## config.mk

```make
export PLATFORM = sky130hd
export DESIGN_NAME = mmu_decode
export DESIGN_NICKNAME = d
export VERILOG_FILES = /design/src/rtl/mmu_decode.sv
export SDC_FILE = /design/constraint.sdc
export NUM_CORES = 1
export LEC_CHECK = 0
export CAP_MARGIN = 40
export CORE_MARGIN = 3
export CORE_UTILIZATION = 34
export DETAILED_ROUTE_END_ITERATION = 7
export GPL_TIMING_DRIVEN = 0
export PLACE_DENSITY_LB_ADDON = 0.12
export SLEW_MARGIN = 20
export SYNTH_ARGS = -nofsm -noshare
export SYNTH_HDL_FRONTEND = slang
export SYNTH_SLANG_ARGS = --single-unit
```

## constraint.sdc

```tcl
create_clock -name clk -period 2.38 [get_ports clk]
set_input_delay 0.476 -clock clk [delete_from_list [all_inputs] [get_ports clk]]
set_output_delay 0.476 -clock clk [all_outputs]
set_load 0.1 [all_outputs]
```

## src/rtl/mmu_decode.sv

```systemverilog
// Load-path decoder: routes loads to block RAM (one-cycle response) or MMIO (handshake),
// then aligns and extends the result. Optional MMIO timeout under MMU_DECODE_MMIO_TIMEOUT_EN.
module mmu_decode #(
    parameter int MMIO_ADDR_START_BIT = 31
) (
    input  logic        clk,
    input  logic        rst,
    input  logic        load_valid,
    input  logic [31:0] addr,
    input  logic [1:0]  load_size,
    input  logic        load_unsigned,
    input  logic [31:0] physical_data_out,
    output logic        mmio_req,
    output logic [31:0] mmio_addr,
    input  logic        mmio_ack,
    input  logic [31:0] mmio_rdata,
    output logic [31:0] data_out,
    output logic        data_valid,
    output logic        stall,
    output logic        mmio_timeout
);

    localparam logic [1:0] IDLE      = 2'd0;
    localparam logic [1:0] RAM_RESP  = 2'd1;
    localparam logic [1:0] MMIO_WAIT = 2'd2;
    localparam logic [1:0] MMIO_DONE = 2'd3;

    logic [1:0]  state;
    logic [31:0] addr_q;
    logic [1:0]  size_q;
    logic        unsigned_q;
    logic [31:0] rdata_q;
    logic        capture;
    logic        is_mmio;

`ifdef MMU_DECODE_MMIO_TIMEOUT_EN
    logic [7:0]  wait_cnt;
    logic        timed_out;
`endif

    assign stall   = (state == MMIO_WAIT);
    assign capture = load_valid && !stall;
    assign is_mmio = addr[MMIO_ADDR_START_BIT];

    function automatic logic [31:0] align_extend(input logic [31:0] d, input logic [1:0] align,
                                                 input logic [1:0] size, input logic uns);
        logic [31:0] rot;
        logic [31:0] res;
        case (align)
            2'd0:    rot = d;
            2'd1:    rot = {d[7:0],  d[31:8]};
            2'd2:    rot = {d[15:0], d[31:16]};
            default: rot = {d[23:0], d[31:24]};
        endcase
        case (size)
            2'b00:   res = {{24{~uns & rot[7]}},  rot[7:0]};
            2'b01:   res = {{16{~uns & rot[15]}}, rot[15:0]};
            default: res = rot;
        endcase
        return res;
    endfunction

    // NOTE: all state here updates with non-blocking assignments so every register samples pre-edge values.
    always_ff @(posedge clk) begin
        if (rst) begin
            state      <= IDLE;
            addr_q     <= '0;
            size_q     <= '0;
            unsigned_q <= 1'b0;
            rdata_q    <= '0;
`ifdef MMU_DECODE_MMIO_TIMEOUT_EN
            wait_cnt   <= '0;
            timed_out  <= 1'b0;
`endif
        end else begin
            case (state)
                MMIO_WAIT: begin
                    if (mmio_ack) begin
                        rdata_q <= mmio_rdata;
                        state   <= MMIO_DONE;
                    end
`ifdef MMU_DECODE_MMIO_TIMEOUT_EN
                    // Counter reads 254 during the 255th waiting cycle; an ack then still wins.
                    else if (wait_cnt == 8'd254) begin
                        rdata_q   <= '1;
                        timed_out <= 1'b1;
                        state     <= MMIO_DONE;
                    end
                    wait_cnt <= wait_cnt + 8'd1;
`endif
                end
                default: begin
                    if (capture) begin
                        addr_q     <= addr;
                        size_q     <= load_size;
                        unsigned_q <= load_unsigned;
                        state      <= is_mmio ? MMIO_WAIT : RAM_RESP;
`ifdef MMU_DECODE_MMIO_TIMEOUT_EN
                        wait_cnt   <= '0;
                        timed_out  <= 1'b0;
`endif
                    end else begin
                        state <= IDLE;
                    end
                end
            endcase
        end
    end

    // NOTE: every output gets a default first so this block never infers a latch.
    always_comb begin
        mmio_req   = 1'b0;
        mmio_addr  = '0;
        data_out   = '0;
        data_valid = 1'b0;
        case (state)
            RAM_RESP: begin
                data_valid = 1'b1;
                data_out   = align_extend(physical_data_out, addr_q[1:0], size_q, unsigned_q);
            end
            MMIO_WAIT: begin
                mmio_req  = 1'b1;
                mmio_addr = addr_q;
            end
            MMIO_DONE: begin
                data_valid = 1'b1;
                data_out   = align_extend(rdata_q, addr_q[1:0], size_q, unsigned_q);
            end
            default: ;
        endcase
    end

`ifdef MMU_DECODE_MMIO_TIMEOUT_EN
    assign mmio_timeout = (state == MMIO_DONE) && timed_out;
`else
    assign mmio_timeout = 1'b0;
`endif

endmodule
```

Word level (Yosys, flattened, before mapping)

Index checks and enable logic that the tools add are counted.

Output and inout port bits: 68
Register bits: 69
Bits of input ports: 103
Word-level logic and storage cells: 39

Reduce and logical (&&, ||, !) cells: 7
Mux-type cells: 14
Bitwise gates (word level): 6
Equality and inequality tests: 7

Operators with widths:

| kind                                           | count |
|---|---|
| case mux 32 bit (2 select lines)               | 3 |
| case mux 32 bit (3 select lines)               | 2 |
| 2-to-1 mux 32 bit                              | 3 |
| 2-to-1 mux 2 bit                               | 4 |
| == test 2 x 1 -> 1 bit (second input constant) | 3 |
| == test 2 bit (second input constant)          | 3 |
| AND 1 bit                                      | 4 |
| logical NOT 2 bit                              | 2 |
| AND reduction 2 bit                            | 2 |
| 2-to-1 mux 1 bit                               | 2 |
| != test 2 bit (second input constant)          | 1 |
| inverter 1 bit                                 | 2 |
| OR reduction 2 bit                             | 1 |
| logical AND 1 bit                              | 1 |
| logical NOT 1 bit                              | 1 |

Logic depth before layout (Yosys ltp)

Gate-level depths: netlist of the first run.

Depth in word-level cells: 6
Depth in mapped cells: 8
Gate-level depth less buffers: 4

Worst setup path before layout of the first run

Ideal clock, no wire load.

Path type: register to output
From: register size_q[0]
To: output port data_out[10]
Slack: -0.863 ns
Cell stages (with the launch flop): 7
Arrival time: 2.767 ns
Cell sequence: dfxtp_1 -> buf_2 -> or2_2 -> buf_2 -> nor3b_2 -> a31oi_1 -> o22ai_1

Longest elaborated chain between the ends: 3
Elaborated cells between the ends (all ways): 5
Classes of those cells: 1 x eq/ne; 3 x mux; 1 x reduce/logical

Ends and longest elaborated chain:

| what                                                               | line | source |
|---|---|---|
| start, declared                                                    | 30   | `logic [1:0] size_q;` |
| start signal, assigned                                             | 95   | `size_q <= load_size;` |
| == test 2 x 1 -> 1 bit / logical NOT 2 bit (equally long branches) | 55   | `case (size)` |
| case mux 32 bit (2 select lines)                                   | 55   |  |
| case mux 32 bit (2 select lines) (*)                               | 116  | `case (state)` |
| end, declared                                                      | 17   | `output logic [31:0] data_out,` |

Mark *: on every way between the ends. The rest lies on a longest branch, timed or not.

Worst setup path in the final report of the first run

From: register addr_q[0]
To: output port data_out[31]

Longest elaborated chain between the ends: 6
Elaborated cells between the ends (all ways): 14
Classes of those cells: 2 x eq/ne; 7 x mux; 4 x bitwise; 1 x reduce/logical

Ends and longest elaborated chain:

| what                                  | line   | source |
|---|---|---|
| start, declared                       | 29     | `logic [31:0] addr_q;` |
| start signal, assigned                | 94     | `addr_q <= addr;` |
| == test 2 bit (tied with other cells) | 49     | `case (align)` |
| case mux 32 bit (3 select lines)      | 49     |  |
| 2-to-1 mux 32 bit                     | 116    |  |
| AND 1 bit (on tied branches)          | 57, 56 |  |
| case mux 32 bit (2 select lines)      | 55     |  |
| case mux 32 bit (2 select lines) (*)  | 116    |  |

Mark *: on every way between the ends. The rest lies on a longest branch, timed or not. The select of a mux whose other input is x is not followed.

==> results of run 1 <==
[repair_timing]
item                                    CTS  global route
endpoints found under the setup margin   66            32
gates cloned                              3             0
pin swaps                                12             7
gates resized for setup                 214            30
setup buffers                            29             3
[sequential cells by signal (all words and copies together) (netlist names)]
name        flops
state           2
size_q          2
unsigned_q      1
addr_q         32
rdata_q        32
[worst min-delay path, cell delays in order, from the launching register on]
cell                      delay, ns
sky130_fd_sc_hd__dfxtp_1       0.30
sky130_fd_sc_hd__nand2_1       0.05
sky130_fd_sc_hd__a21oi_1       0.05
[cell type report]
type	count	area share, %
buffer	57	5.08
clock buffer	13	2.78
clock inverter	2	0.111
inverter	1	0.0973
multi-input combinational	471	42.4
sequential	69	15.5
tap	176	2.45
timing repair buffer	203	31.6
[kinds of logic (layout without fill, tap and decap cells)]
family / count (synthesis) / after routing
buf+inv: 60 / 276
xor+xnor: 1 / 1
flops: 69 / 69
mux: 88 / 88
compound gates: 112 / 112
simple gates: 269 / 269
other cells: 1 / 1
[layer usage]
layer	vias to the layer above	wire length [um]	global-route usage, %
met5	-	0	0
met4	0	293	5.95
met1	2521	7620	31.0
met2	223	9640	43.8
li1	2502	-	-
met3	22	1520	6.54
[how the worst max path moves through the flow]
stage	slack (ns)	startpoint	depth (start not counted)	end
floorplan	-0.30	addr_q[0]$_SDFFE_PP0P_	6	data_out[17]
global placement	-1.29	physical_data_out[15]	7	data_out[17]
detailed placement	-0.91	physical_data_out[23]	7	data_out[9]
CTS	-0.38	addr_q[0]$_SDFFE_PP0P_	8	data_out[31]
global route	-0.42	addr_q[0]$_SDFFE_PP0P_	8	data_out[31]
finish	-0.34	addr_q[0]$_SDFFE_PP0P_	8	data_out[31]
[power by group]
group / switching, mW / total [mW] / internal [mW] / leakage, nW
Combinational: 0.831 / 1.51 / 0.679 / 2.73
Sequential: 0.0467 / 1.26 / 1.21 / 0.566
Clock: 0.452 / 1.18 / 0.724 / 0.129
[cells in the final DEF (no fill, tap or decap), types with 15 or more instances in the layout]
master	instances
sky130_fd_sc_hd__nand2_1	193
sky130_fd_sc_hd__clkdlybuf4s50_1	98
sky130_fd_sc_hd__buf_12	71
sky130_fd_sc_hd__a21oi_1	68
sky130_fd_sc_hd__dfxtp_1	65
sky130_fd_sc_hd__mux2i_1	43
sky130_fd_sc_hd__and2_1	25
sky130_fd_sc_hd__buf_4	23
sky130_fd_sc_hd__clkbuf_1	22
sky130_fd_sc_hd__mux4_2	15
sky130_fd_sc_hd__nand3_4	15
==> run summary, run 1 <==
GLOBAL ROUTING
-----------------------------------------------------------------------------------------------------------------
GRT Resource Usage Total                                                                                    25.1%
Pin count of the biggest net entering global routing                                                           12
Number of antenna violations at the first check in global routing                                               0
Vias in the first global route                                                                               5426
Overflow left after global routing                                                                              0
First-pass GRT wire length                                                                               29500 um

STA
-----------------------------------------------------------------------------------------------------------------
Max Clk Rate                                                                                              367 MHz
Layout Skew                                                                                            0.00591 ns
Setup repair after global routing missed its margin                                                           yes
Final critical-path share of the clock period                                                                114%
Crit path time final                                                                                      2.72 ns
Final hold violation count                                                                                      0
Slew @ Worst Pin                                                                                         0.527 ns
Pins over their slew limit                                                                                      0
Aggregate negative setup slack                                                                           -8.81 ns
Worst Slack Setup Final                                                                                 -0.345 ns
Worst slew margin relative to its limit                                                                     64.9%
Hold Slack                                                                                               0.448 ns
Number of failing setup endpoints in the final timing report                                                   32

STATUS
-----------------------------------------------------------------------------------------------------------------
Outcome                                                                                              finished with violations
Violations in the final reports                                                                      negative setup slack

SYNTHESIS
-----------------------------------------------------------------------------------------------------------------
Distinct cell type count of the synthesized netlist                                                            36
Area share of the largest cell type after synthesis                                                         29.7%
Leading post-synthesis cells by cell area                                                            sky130_fd_sc_hd__dfxtp_1 30%, sky130_fd_sc_hd__nand2_1 16%, sky130_fd_sc_hd__mux2i_1 15%
Number of enable flip-flop cells after synthesis                                                                0
XOR/XNOR Fraction of Synth Area                                                                            0.188%
Main combinational cell family by area after synthesis                                               simple AND/OR/NAND/NOR gates
Area fraction in compound gates after synthesis                                                             14.1%
Post-synthesis instance area                                                                            4650 um^2
Post-synthesis cell count                                                                                     600
Simple logic cell fraction of the synthesized area                                                          25.9%
Yosys top cell by area                                                                               sky130_fd_sc_hd__dfxtp_1
Number of nets in the synthesized netlist                                                                     703
Warnings, synthesis                                                                                             0
Mux cell area share after synthesis                                                                         23.1%
Average footprint of a synthesized cell                                                                 7.74 um^2
Seq/Total Area, Yosys                                                                                       29.7%
Async SR Flop Fraction                                                                                         0%
Synth Register Bits                                                                                            69
Ranking of synthesized cells by instance count                                                       195 x sky130_fd_sc_hd__nand2_1, 71 x sky130_fd_sc_hd__mux2i_1, 70 x sky130_fd_sc_hd__a21oi_1
Most used DFF post-synth                                                                             sky130_fd_sc_hd__dfxtp_1
Arithmetic-cell share of the synthesized area counting full adders, half adders and majority gates             0%
Most frequent cell after synthesis                                                                   sky130_fd_sc_hd__nand2_1

CLOCKING
-----------------------------------------------------------------------------------------------------------------
CTS Root Cell                                                                                        sky130_fd_sc_hd__clkbuf_16
Number of clock sinks                                                                                          69
Cts hold-fix bufs                                                                                               0
Worst skew pair latency                                                                                   0.32 ns
Max H-tree Level                                                                                                3
CTS Buffer Depth                                                                                                2
Clock tree from TritonCTS                                                                                    done
Register clock-pin slew on the reported worst setup and hold paths                                        0.06 ns
Clock buffer count from CTS                                                                                     9

FINISH
-----------------------------------------------------------------------------------------------------------------
N_diodes                                                                                                        0
Storage cell area                                                                                       1390 um^2
Synth-to-layout area growth                                                                                 93.6%
Area of the multi-input gates                                                                           3820 um^2
Final #Nets                                                                                                   915
Share of post-route cells with drive strength above 1                                                       33.9%
Fraction of the core area covered by cells at the end of the flow                                           67.7%
Non-filler cells, final                                                                                       992
Fin area                                                                                                9000 um^2
Fill cell total of the finished layout                                                                        992

POWER AND IR DROP
-----------------------------------------------------------------------------------------------------------------
Leakage                                                                                                   3.43 nW
Highest ir drop seen on vdd                                                                              0.381 mV
PwrDens                                                                                               439 nW/um^2
Post-route total power                                                                                    3.95 mW

PLACEMENT
-----------------------------------------------------------------------------------------------------------------
Pre-CTS setup slack                                                                                     -0.907 ns
Area after DPL                                                                                          7840 um^2
IO buf count                                                                                                  168
Placed insts                                                                                                 1011
Placer congestion estimate                                                                                  0.914
Detailed-placement wirelength estimate                                                                   14200 um

ROUTE
-----------------------------------------------------------------------------------------------------------------
Residual DRC                                                                                                    0
DR WL/cell                                                                                                19.2 um
Length of the first detailed-routing pass in iterations                                                         5
Vias per inst                                                                                                5.31
Residual antenna-violating net count after detailed routing                                                     0
Total detailed-routing wirelength                                                                        19100 um
Routed via count                                                                                             5268
DRC marker count from the first detailed-route iteration                                                      435

FLOORPLAN
-----------------------------------------------------------------------------------------------------------------
Die Area                                                                                               15100 um^2
Std-Cell Rows                                                                                                  42
Die height                                                                                                 123 um
Core Area                                                                                              13300 um^2
Top Ports                                                                                                     171
Initial Utilization                                                                                         35.0%
Chip width                                                                                                 123 um

CRITICAL PATH
-----------------------------------------------------------------------------------------------------------------
Slowest cell delay on critical path                                                                       0.52 ns
Launch point of the worst reg-to-reg path                                                            state[1]$_SDFFE_PP0P_
Crit-path leading delay family                                                                       multiplexers
CP max-delay cell                                                                                    sky130_fd_sc_hd__mux4_2
Critical Path End Type                                                                               primary output
Sum of buffers and inverters on the critical path                                                               4
Crit Path Max Fanout                                                                                            5
Crit-path cells                                                                                      buf_6 -> mux4_2 -> mux2_4 -> nand4_4 -> buf_12 -> buf_16 -> nand3_4 -> buf_12
Worst path most repeated cell                                                                        sky130_fd_sc_hd__buf_12
Critical path required time                                                                               1.90 ns
Arrival time of the worst setup path                                                                      2.25 ns
Reg2reg path depth                                                                                              7
Setup slack of the most critical reg-to-reg path                                                          0.70 ns
Nature of the critical path startpoint                                                                       flop
Crit Path Class                                                                                      flop to primary output
Destination of the worst register-to-register timing path                                            addr_q[11]$_SDFFE_PP0P_

HOLD PATH
-----------------------------------------------------------------------------------------------------------------
Destination of the worst hold path                                                                   addr_q[15]$_SDFFE_PP0P_
Hold wc startpoint                                                                                   addr_q[15]$_SDFFE_PP0P_
Kind of path behind the tightest hold check                                                          flop to flop
Hold path cells                                                                                                 2

FLOW RUN
-----------------------------------------------------------------------------------------------------------------
Max-cap violations                                                                                              0

(Power assumes the default switching activity.)
==> run 2: changes to the inputs <==
--- a/config.mk
+++ b/config.mk
@@ -8,9 +8,10 @@
 export CAP_MARGIN = 40
 export CORE_MARGIN = 3
 export CORE_UTILIZATION = 34
+export CTS_CLUSTER_DIAMETER = 50
 export DETAILED_ROUTE_END_ITERATION = 7
 export GPL_TIMING_DRIVEN = 0
-export PLACE_DENSITY_LB_ADDON = 0.12
+export PLACE_DENSITY_LB_ADDON = 0.08
 export SLEW_MARGIN = 20
 export SYNTH_ARGS = -nofsm -noshare
 export SYNTH_HDL_FRONTEND = slang
==> run 2 against run 1 <==
The flow still finishes with violations (negative setup slack). Critical path depth unchanged. Combinational power about the same. Setup slack better by 0.029 ns. Wire length down 2.4%. Cell area down 0.81%. Core utilization down 0.55 points. Sequential power about the same. Flip-flop and latch count unchanged. Critical path type unchanged. Largest cell class unchanged. Highest routed layer unchanged.
==> run summary, run 2 (same netlist as run 1, synthesis figures left out) <==
FINISH
-------------------------------------------------------------------------------------
Fill cell total of the finished layout                                           1059
Top Registers                                                            addr_q x32, rdata_q x32
Share of post-route cells with drive strength above 1                           34.1%
Most frequent standard cell in the layout excluding fill and tap cells   sky130_fd_sc_hd__nand2_1
Non-filler cells, final                                                           995
Synth-to-layout area growth                                                     92.1%
Final #Nets                                                                       917
Most frequent cells in the layout                                        193 x sky130_fd_sc_hd__nand2_1, 98 x sky130_fd_sc_hd__clkdlybuf4s50_1, 70 x sky130_fd_sc_hd__buf_12
Fraction of the core area covered by cells at the end of the flow               67.1%
N_diodes                                                                            0

GLOBAL ROUTING
-------------------------------------------------------------------------------------
First-pass GRT wire length                                                   28600 um
GRT Resource Usage Total                                                        24.3%
Vias in the first global route                                                   5382
Number of antenna violations at the first check in global routing                   0
Pin count of the biggest net entering global routing                               12
Overflow left after global routing                                                  0

ROUTE
-------------------------------------------------------------------------------------
DRC marker count from the first detailed-route iteration                          321
Residual antenna-violating net count after detailed routing                         0
Routed via count                                                                 5222
Length of the first detailed-routing pass in iterations                             5
DR WL/cell                                                                    18.7 um
Total detailed-routing wirelength                                            18600 um
Residual DRC                                                                        0
Vias per inst                                                                    5.25

CLOCKING
-------------------------------------------------------------------------------------
Number of clock sinks                                                              69
CTS Buffer Depth                                                                    2
Register clock-pin slew on the reported worst setup and hold paths            0.05 ns
Clock tree from TritonCTS                                                        done
Max H-tree Level                                                                    3
CTS Root Cell                                                            sky130_fd_sc_hd__clkbuf_16
Clock buffer count from CTS                                                         9
Worst skew pair latency                                                       0.33 ns

POWER AND IR DROP
-------------------------------------------------------------------------------------
Highest ir drop seen on vdd                                                  0.402 mV
PwrDens                                                                   447 nW/um^2
Leakage                                                                       3.43 nW

FLOORPLAN
-------------------------------------------------------------------------------------
Top Ports                                                                         171
Chip width                                                                     123 um
Die height                                                                     123 um
Std-Cell Rows                                                                      42
Die Area                                                                   15100 um^2
Initial Utilization                                                             35.0%
Core Area                                                                  13300 um^2

HOLD PATH
-------------------------------------------------------------------------------------
Kind of path behind the tightest hold check                              flop to flop

CRITICAL PATH
-------------------------------------------------------------------------------------
Critical path required time                                                   1.90 ns
CP max-delay cell                                                        sky130_fd_sc_hd__mux4_2
Critical Path End Type                                                   primary output
Crit-path cells                                                          buf_12 -> buf_12 -> buf_6 -> buf_6 -> mux2i_4 -> mux4_2 -> nor2b_4 -> buf_12
Worst path most repeated cell                                            sky130_fd_sc_hd__buf_12
Crit Path Class                                                          flop to primary output
Nature of the critical path startpoint                                           flop
Crit-path leading delay family                                           multiplexers
Slowest cell delay on critical path                                           0.53 ns
Arrival time of the worst setup path                                          2.22 ns
Crit Path Max Fanout                                                                4
Sum of buffers and inverters on the critical path                                   5

FLOW RUN
-------------------------------------------------------------------------------------
Max-cap violations                                                                  0

STA
-------------------------------------------------------------------------------------
Number of failing setup endpoints in the final timing report                       31
Worst slew margin relative to its limit                                         63.6%
Slew @ Worst Pin                                                             0.547 ns
Final hold violation count                                                          0
Crit path time final                                                          2.70 ns
Pins over their slew limit                                                          0
Worst Slack Setup Final                                                     -0.316 ns
Max Clk Rate                                                                  371 MHz
Setup repair after global routing missed its margin                               yes
Aggregate negative setup slack                                               -7.43 ns
Layout Skew                                                                0.00519 ns
Final critical-path share of the clock period                                    113%

STATUS
-------------------------------------------------------------------------------------
Outcome                                                                  finished with violations
Violations in the final reports                                          negative setup slack

PLACEMENT
-------------------------------------------------------------------------------------
IO buf count                                                                      168
Detailed-placement wirelength estimate                                       14000 um
Placer congestion estimate                                                      0.929
Pre-CTS setup slack                                                         -0.880 ns
Placed insts                                                                     1011

[run 2: cell count changes in the layout (fill, tap and decap cells not counted), moves of 2 or more]
cell	previous run	this run
sky130_fd_sc_hd__dlygate4sd2_1	4	13
sky130_fd_sc_hd__buf_4	23	19
sky130_fd_sc_hd__a32oi_1	4	7
sky130_fd_sc_hd__nand3_2	1	12
sky130_fd_sc_hd__dfxtp_2	2	0
sky130_fd_sc_hd__nand3_4	15	4
sky130_fd_sc_hd__mux2i_2	14	24
sky130_fd_sc_hd__buf_16	12	10
sky130_fd_sc_hd__mux2i_1	43	33
sky130_fd_sc_hd__a32oi_2	10	7
[run 2: report_power, final]
part           internal, mW  switching [mW]
sequential             1.21          0.0477
combinational         0.689           0.833
clock                 0.761           0.448
total                  2.66            1.33
[run 2: path summary, 6_finish.rpt]
path                            from                 endpoint  slack, ns  cells past startpoint
max           addr_q[1]$_SDFFE_PP0P_              data_out[2]      -0.32                      8
max reg2reg    state[0]$_SDFFE_PP0P_  addr_q[24]$_SDFFE_PP0P_       0.59                      7
min          addr_q[17]$_SDFFE_PP0P_  addr_q[17]$_SDFFE_PP0P_       0.45                      2
min reg2reg  addr_q[17]$_SDFFE_PP0P_  addr_q[17]$_SDFFE_PP0P_       0.45                      2
[run 2: layer usage]
layer,up-vias,part of all wire [%],global-route usage [%]
met5,-,0,0
met4,0,1.9,6.37
met3,31,8.3,7.41
li1,2508,-,-
met2,207,49,40.4
met1,2476,41,30.6
[run 2: repair_timing]
action | CTS | global route
hold buffers | 0 | 0
setup endpoints to repair | 66 | 39
pin swaps | 23 | 16
gates cloned | 2 | 0
gates resized for setup | 218 | 41
setup buffers | 24 | 4
[run 2: stage by stage]
stage	area (um^2)	hold slack [ns]	total power, mW
2_1_floorplan	4840	0.432	2.03
3_3_place_gp	6740	0.438	2.40
3_5_place_dp	7840	0.445	2.55
4_1_cts	8710	0.454	3.96
5_1_grt	8920	0.463	4.15
6_report	8920	0.455	3.99
[run 2: cell type report]
| class | count | area (um^2) | share of cell area, % |
|---|---|---|---|
| tap | 176 | 220 | 2.47 |
| inverter | 1 | 5.00 | 0.0561 |
| sequential | 69 | 1390 | 15.6 |
| clock buffer | 15 | 268 | 3.00 |
| timing repair buffer | 207 | 2850 | 31.9 |
| clock inverter | 1 | 5.00 | 0.0561 |
| buffer | 55 | 438 | 4.91 |
| multi-input combinational | 471 | 3750 | 42.0 |
[run 2: worst reg2reg max path: stages (launching register included)]
cell and delay [ns]:
sky130_fd_sc_hd__dfxtp_1 0.47, sky130_fd_sc_hd__nor2b_2 0.09, sky130_fd_sc_hd__clkbuf_8 0.17, sky130_fd_sc_hd__nor2b_1 0.13, sky130_fd_sc_hd__clkbuf_1 0.32, sky130_fd_sc_hd__buf_2 0.30, sky130_fd_sc_hd__nand2_1 0.11, sky130_fd_sc_hd__a21oi_1 0.13
